==> src/rtl/interleaver_pkg.sv <==
// Shared configuration for the convolutional interleaver.
// The commutator controller and the reg_buffer wrappers both import it.
//   N_BRANCH  : number of branches. Branch 0 is the direct, zero-delay path.
//   M_DEPTH   : delay added per branch. Branch j delays by j*M_DEPTH bytes.
//   DW        : symbol width.
//   SYNC_BYTE : TS sync byte, used when SYNC_ALIGN_EN is defined.
//   FILL      : number of accepted bytes that fills every branch buffer.
//   bidx_w()  : width of a branch index.
package interleaver_pkg;
  localparam int N_BRANCH = 12;
  localparam int M_DEPTH  = 17;
  localparam int DW       = 8;
  localparam logic [7:0] SYNC_BYTE = 8'h47;

  function automatic int bidx_w(input int n);
    return (n <= 1) ? 1 : $clog2(n);
  endfunction

  localparam int BIDX_W = bidx_w(N_BRANCH);
  localparam int FILL   = M_DEPTH * N_BRANCH * (N_BRANCH - 1);
  localparam int FILL_W = $clog2(FILL + 1);
endpackage

==> src/rtl/interleaver_commutator_ctrl_if.sv <==
// Byte-stream and branch-buffer bus of the interleaver commutator.
//   slave  : the commutator controller.
//   master : the byte source, the branch buffers and the output stage, which surround it.
// Signals:
//   in_valid/data_in         : input byte stream.
//   buf_en/buf_data_in       : shift enables and shared data going to the branch buffers.
//   buf_data_out             : flattened branch outputs. Branch j is at [j*DW +: DW].
//   out_valid/data_out       : interleaved byte stream.
//   branch_idx               : commutator position.
//   primed                   : status flag, set once every branch is filled.
//   slip_count               : status count of sync realignment events.
interface interleaver_commutator_ctrl_if;
  import interleaver_pkg::*;

  logic                     in_valid;
  logic [DW-1:0]            data_in;
  logic [N_BRANCH-1:0]      buf_en;
  logic [DW-1:0]            buf_data_in;
  logic [N_BRANCH*DW-1:0]   buf_data_out;
  logic                     out_valid;
  logic [DW-1:0]            data_out;
  logic [BIDX_W-1:0]        branch_idx;
  logic                     primed;
  logic [7:0]               slip_count;

  modport slave (
    input  in_valid, data_in, buf_data_out,
    output buf_en, buf_data_in, out_valid, data_out, branch_idx, primed, slip_count
  );

  modport master (
    output in_valid, data_in, buf_data_out,
    input  buf_en, buf_data_in, out_valid, data_out, branch_idx, primed, slip_count
  );
endinterface

==> src/rtl/interleaver_branch_ptr.sv <==
// Commutator branch pointer. It is a wrapping counter over 0..N-1.
//   clk, reset : clock and synchronous active-high reset. Reset sets idx to 0.
//   step       : advance by one position, wrapping N-1 -> 0.
//   load_one   : force idx to 1. This is sync realignment: the sync byte was just placed on branch 0.
//                load_one has priority over step.
//   idx        : current position.
module interleaver_branch_ptr
  import interleaver_pkg::*;
#(
  parameter int N = N_BRANCH,
  parameter int W = BIDX_W
) (
  input  logic         clk,
  input  logic         reset,
  input  logic         step,
  input  logic         load_one,
  output logic [W-1:0] idx
);
  localparam logic [W-1:0] LAST = W'(N - 1);
  localparam logic [W-1:0] ONE  = (N > 1) ? W'(1) : '0;

  always_ff @(posedge clk) begin
    if (reset)
      idx <= '0;
    else if (load_one)
      idx <= ONE;
    else if (step)
      idx <= (idx == LAST) ? '0 : idx + W'(1);
  end
endmodule

==> src/rtl/interleaver_commutator.sv <==
// Top-level commutator controller for the convolutional interleaver.
// Build option: define SYNC_ALIGN_EN to realign the commutator on the TS sync byte (0x47).
// Ports:
//   clk   : clock.
//   reset : synchronous, active-high.
//   bus   : slave modport of interleaver_commutator_ctrl_if. It carries:
//           - the byte stream in and out,
//           - the branch-buffer shift enables and data,
//           - the status outputs branch_idx, primed and slip_count.
// Operation:
//   Each accepted byte goes to the branch selected by the pointer.
//   On the same edge, the oldest byte of that branch is registered onto data_out.
//   Branch 0 has no buffer, so its byte passes straight through.
module interleaver_commutator_ctrl
  import interleaver_pkg::*;
(
  input  logic                        clk,
  input  logic                        reset,
  interleaver_commutator_ctrl_if.slave bus
);
  localparam logic [FILL_W-1:0] FILL_V = FILL_W'(FILL);

  logic                          sync_hit;
  logic [BIDX_W-1:0]             k_sel;
  logic [BIDX_W-1:0]             ptr;
  logic [N_BRANCH-1:0][DW-1:0]   br_q;
  logic [DW-1:0]                 mux_byte;
  logic [FILL_W-1:0]             fill_cnt;

`ifdef SYNC_ALIGN_EN
  assign sync_hit = bus.in_valid && (bus.data_in == SYNC_BYTE);
`else
  assign sync_hit = 1'b0;
`endif

  // A sync byte always goes to branch 0, whatever the pointer says.
  assign k_sel = sync_hit ? '0 : ptr;

  interleaver_branch_ptr #(.N(N_BRANCH), .W(BIDX_W)) u_ptr (
    .clk      (clk),
    .reset    (reset),
    .step     (bus.in_valid),
    .load_one (sync_hit),
    .idx      (ptr)
  );

  assign bus.branch_idx  = ptr;
  assign bus.buf_data_in = bus.data_in;

  // One-hot shift enable. Branch 0 has no buffer, so bit 0 stays low.
  for (genvar j = 0; j < N_BRANCH; j++) begin : g_en
    if (j == 0) begin : g_zero
      assign bus.buf_en[j] = 1'b0;
    end else begin : g_br
      assign bus.buf_en[j] = bus.in_valid && (k_sel == BIDX_W'(j));
    end
  end

  assign br_q = bus.buf_data_out;

  // The buffer output is its pre-shift (oldest) byte.
  // That byte leaves on the same edge that shifts the new byte in.
  assign mux_byte = (k_sel == '0) ? bus.data_in : br_q[k_sel];

  always_ff @(posedge clk) begin
    if (reset) begin
      bus.out_valid <= 1'b0;
      bus.data_out  <= '0;
      fill_cnt      <= '0;
      bus.primed    <= 1'b0;
    end else begin
      bus.out_valid <= bus.in_valid;
      if (bus.in_valid) begin
        bus.data_out <= mux_byte;
        if (fill_cnt != FILL_V)
          fill_cnt <= fill_cnt + FILL_W'(1);
        // primed is set on the same edge that brings the count to FILL.
        if (fill_cnt == FILL_V - FILL_W'(1))
          bus.primed <= 1'b1;
      end
    end
  end

`ifdef SYNC_ALIGN_EN
  logic [7:0] slip_q;
  always_ff @(posedge clk) begin
    if (reset)
      slip_q <= '0;
    else if (sync_hit && (ptr != '0) && (slip_q != 8'hFF))
      slip_q <= slip_q + 8'd1;
  end
  assign bus.slip_count = slip_q;
`else
  assign bus.slip_count = '0;
`endif
endmodule

==> src/flat_wrapper.sv <==
// flat-port wrapper written by rule: the top's interface ports become plain ports
module interleaver_commutator_ctrl_flat import interleaver_pkg::*;
  (clk, reset, bus_in_valid, bus_data_in, bus_buf_data_out, bus_buf_en, bus_buf_data_in, bus_out_valid, bus_data_out, bus_branch_idx, bus_primed, bus_slip_count);
  interleaver_commutator_ctrl_if bus_i ();
  input  logic clk;
  input  logic reset;
  input wire logic [$bits(bus_i.in_valid)-1:0] bus_in_valid;
  input wire logic [$bits(bus_i.data_in)-1:0] bus_data_in;
  input wire logic [$bits(bus_i.buf_data_out)-1:0] bus_buf_data_out;
  output wire logic [$bits(bus_i.buf_en)-1:0] bus_buf_en;
  output wire logic [$bits(bus_i.buf_data_in)-1:0] bus_buf_data_in;
  output wire logic [$bits(bus_i.out_valid)-1:0] bus_out_valid;
  output wire logic [$bits(bus_i.data_out)-1:0] bus_data_out;
  output wire logic [$bits(bus_i.branch_idx)-1:0] bus_branch_idx;
  output wire logic [$bits(bus_i.primed)-1:0] bus_primed;
  output wire logic [$bits(bus_i.slip_count)-1:0] bus_slip_count;
  assign bus_i.in_valid = bus_in_valid;
  assign bus_i.data_in = bus_data_in;
  assign bus_i.buf_data_out = bus_buf_data_out;
  assign bus_buf_en = bus_i.buf_en;
  assign bus_buf_data_in = bus_i.buf_data_in;
  assign bus_out_valid = bus_i.out_valid;
  assign bus_data_out = bus_i.data_out;
  assign bus_branch_idx = bus_i.branch_idx;
  assign bus_primed = bus_i.primed;
  assign bus_slip_count = bus_i.slip_count;
  interleaver_commutator_ctrl u_core (.clk(clk), .reset(reset), .bus(bus_i));
endmodule
==> config.mk <==
export PLATFORM = sky130hd
export DESIGN_NAME = interleaver_commutator_ctrl_flat
export DESIGN_NICKNAME = d
export VERILOG_FILES = /design/src/rtl/interleaver_pkg.sv /design/src/rtl/interleaver_commutator_ctrl_if.sv /design/src/rtl/interleaver_branch_ptr.sv /design/src/rtl/interleaver_commutator.sv /design/src/flat_wrapper.sv
export SDC_FILE = /design/constraint.sdc
export NUM_CORES = 1
export LEC_CHECK = 0
export ABC_AREA = 1
export BUFFER_PORTS_ARGS = -buffer_cell sky130_fd_sc_hd__buf_2
export CORE_MARGIN = 10
export CORE_UTILIZATION = 46
export DETAILED_ROUTE_END_ITERATION = 6
export PLACE_DENSITY = 0.82
export REMOVE_ABC_BUFFERS = 1
export SLEW_MARGIN = 0
export SYNTH_ARGS = -nofsm -noshare
export SYNTH_HDL_FRONTEND = slang
export SYNTH_SLANG_ARGS = --single-unit
==> constraint.sdc <==
create_clock -name clk -period 2.05 [get_ports clk]
set_clock_uncertainty 0.2 [all_clocks]
set_input_delay 0.205 -clock clk [delete_from_list [all_inputs] [get_ports clk]]
set_output_delay 0.205 -clock clk [all_outputs]
set_load 0.02 [all_outputs]
==> flow_summary.ini <==
[status]
status = complete, no violations

[yosys]
synth_top_area_share_pct = 26.4
synth.distinct_cells = 26
synthAdderAreaFrac_pct = 2.72
ys_warn_count = 0
synth-simple-area-share_pct = 44.6
synth_largest_area_cell = nand2_1
synth-xor-area-share_pct = 1.59
synth_area_leaders = nand2_1 (26%), dfxtp_1 (19%), inv_1 (13%), nand3_1 (11%), buf_4 (4.9%)
ys_ff_latch = 26
yosysSeqAreaShare_pct = 18.8
synthMuxAreaShare_pct = 0
synth.avg_cell_area_um2 = 5.30
synth_top_family_by_area = simple AND/OR/NAND/NOR gates
synthCells = 521
synth-compound-area-share_pct = 8.92
synth_area_um2 = 2760

[clocking]
cts_buffers = 3
htree_levels = 1
clk_latency_ps = 270
cts_setup_buffers = 0
cts_buffer_depth = 2
path_clk_slew_ps = 90
cts.sinks = 26
cts_tree = done
cts_root_buf = clkbuf_8

[critical_path]
cpPeakStageDelay_ps = 410
startpoint_type = register
path_class = reg2out
cp_max_fo = 26
cp_top_family = flip-flops
cp_slowest_cell = dfxtp_2
cp-end-kind = output port
path_buf_inv = 2
cp_data_arrival_time_ps = 1530
cp_cell_sequence = buf_12 -> ha_1 -> nand2_1 -> nor2_2 -> buf_2
r2r_slack_ps = 260
critPathRequiredTime_ps = 1640

[sta]
final.setup.tns_ps = 0
hold_violations = 0
rsz0062_at_grt = no
period_needed_ps = 1930
period_share_pct = 94.4
max_freq_mhz = 517
setup_viol = 0
setup_slack_ps = 115
drv_slew = 0
hold_slack_ps = 151

[floorplan]
die-area_um2 = 9510
start_util_pct = 46.9
die_x_um = 97.5
core-area_um2 = 5890
row_count = 28
fp.dieH_um = 97.5
ios = 149

[global_route]
antenna_found_initial = 0
grt_pass1_wl_um = 15600
first_global_vias = 3271
grt_max_degree = 53
grt.overflow.total = 0
grt.total_usage_pct = 18.9

[finish]
fillCellCount = 598
area_delta_synth_final_pct = 26.9
drive_gt1_share_pct = 26.4
layout_commonest_cell = nand2_1
multi_input_area_um2 = 1630
final_nets = 758
instances_no_fill = 718
mostFrequentLayoutCells = nand2_1 (194), buf_2 (139), inv_1 (99)
n_antenna_cell = 0
final-seq-area_um2 = 523

[route]
dr.pass1.iters = 6
viasPerCell = 4.88
post_drt_wl_per_cell_um = 13.7
drc = 0
wirelength_um = 9870
drt_iter0_markers = 236
vias = 3501
antenna_left = 0

[placed_design]
port_buffers = 139
numPlacedInstances = 713
pre_cts_ws_ps = 297
hpwl_um = 7720
gp_congestion = 0.874

[power]
p_per_area_nw_per_um2 = 415
p_clk_share_pct = 19.9
p_seq_share_pct = 37.7
power_leakage_nw = 2.14
ir_worst_vdd_mv = 0.275
intPower_mw = 0.902
combPwrFrac_pct = 42.3
p_switching_mw = 0.551
switching_share_pct = 37.9

[job]
drv_cap = 0

[min_path]
worstHoldPathType = in2reg
## sequential cells by signal, summed over array words and instances, names as in the netlist
register	cells
u_core.bus.out_valid	1
u_core.u_ptr.idx	4
u_core.fill_cnt	12
u_core.bus.data_out	8
u_core.bus.primed	1
## power groups by stage
| stage | Combinational (mW) | Sequential [mW] | Clock, mW |
|---|---|---|---|
| 2_1_floorplan | 0.296 | 0.601 | 0 |
| 3_3_place_gp | 0.584 | 0.558 | 0 |
| 3_5_place_dp | 0.595 | 0.558 | 0 |
| 4_1_cts | 0.601 | 0.546 | 0.295 |
| 5_1_grt | 0.696 | 0.551 | 0.317 |
| 6_report | 0.615 | 0.548 | 0.290 |
## Yosys cell counts
cell / count
nand2_1: 194
inv_1: 99
nand3_1: 63
dfxtp_1: 26
a21oi_1: 24
nor2_1: 22
buf_4: 18
buf_2: 15
o21ai_0: 12
nor3_1: 9
a21oi_2: 7
ha_1: 6
inv_2: 4
nand4_1: 4
clkbuf_1: 3
xnor2_1: 3
nor2_2: 2
xor2_1: 2
buf_6: 1
buf_8: 1
conb_1: 1
inv_4: 1
nand2_2: 1
nor2_4: 1
nor4_1: 1
o21ai_1: 1
## logic make-up (layout without fill, tap and decap cells)
group	count (synthesis)	in the layout
adder cells (fa/ha/maj)	6	6
flip-flops	26	26
XOR/XNOR	5	5
other	1	9
AND/OR/NAND/NOR	297	297
AO/OA/AOI/OAI	44	44
buffers and inverters	142	256
## path summary, 6_finish.rpt
path	cells past startpoint	startpoint	to
setup reg to reg	10	u_core.fill_cnt[0]	u_core.fill_cnt[2]
hold / removal	5	bus_data_in[4]	u_core.bus.data_out[4]
hold reg to reg	2	u_core.bus.data_out[0]	u_core.bus.data_out[0]
setup / recovery	5	u_core.u_ptr.idx[0]	bus_buf_en[3]
## worst reg2reg max path, cell delays in order (launching register included)
cell and delay (ps):
dfxtp_1 410, inv_1 100, ha_1 200, nand2_1 70, nor2_1 40, nand3_1 90
nand2_2 180, inv_2 220, nand3_1 90, nand2_1 70, nor2_1 40
## through the flow
| stage | util, % | total power [mW] | instance area, µm² |
|---|---|---|---|
| after detailed placement | 58.1 | 1.15 | 3420 |
| final | 59.5 | 1.45 | 3500 |
| after global routing | 59.5 | 1.56 | 3500 |
| after global placement | 58.1 | 1.14 | 3420 |
| after floorplan | - | 0.897 | 2540 |
| after CTS | 59.0 | 1.44 | 3470 |
## routing by layer
| metal | share of wire [%] | track usage [%] | vias to the layer above |
|---|---|---|---|
| met3 | 6.8 | 2.42 | 12 |
| li1 | - | - | 1789 |
| met4 | 1.1 | 4.70 | 0 |
| met1 | 41 | 22.4 | 1576 |
| met5 | 0 | 0 | - |
| met2 | 51 | 34.5 | 124 |
## area by class of cell
cell class,count,area share [%]
clock buffer,3,1.18
inverter,104,11.2
multi-input combinational,361,46.6
sequential,26,14.9
tap,75,2.68
timing repair buffer,149,23.4
## repair_timing
action	CTS	global route
hold buffers	1	0
setup endpoints to repair	0	7
gates resized for setup	0	4
endpoints found under the hold margin	5	0
Note: power is estimated with default switching activity, not from simulation.
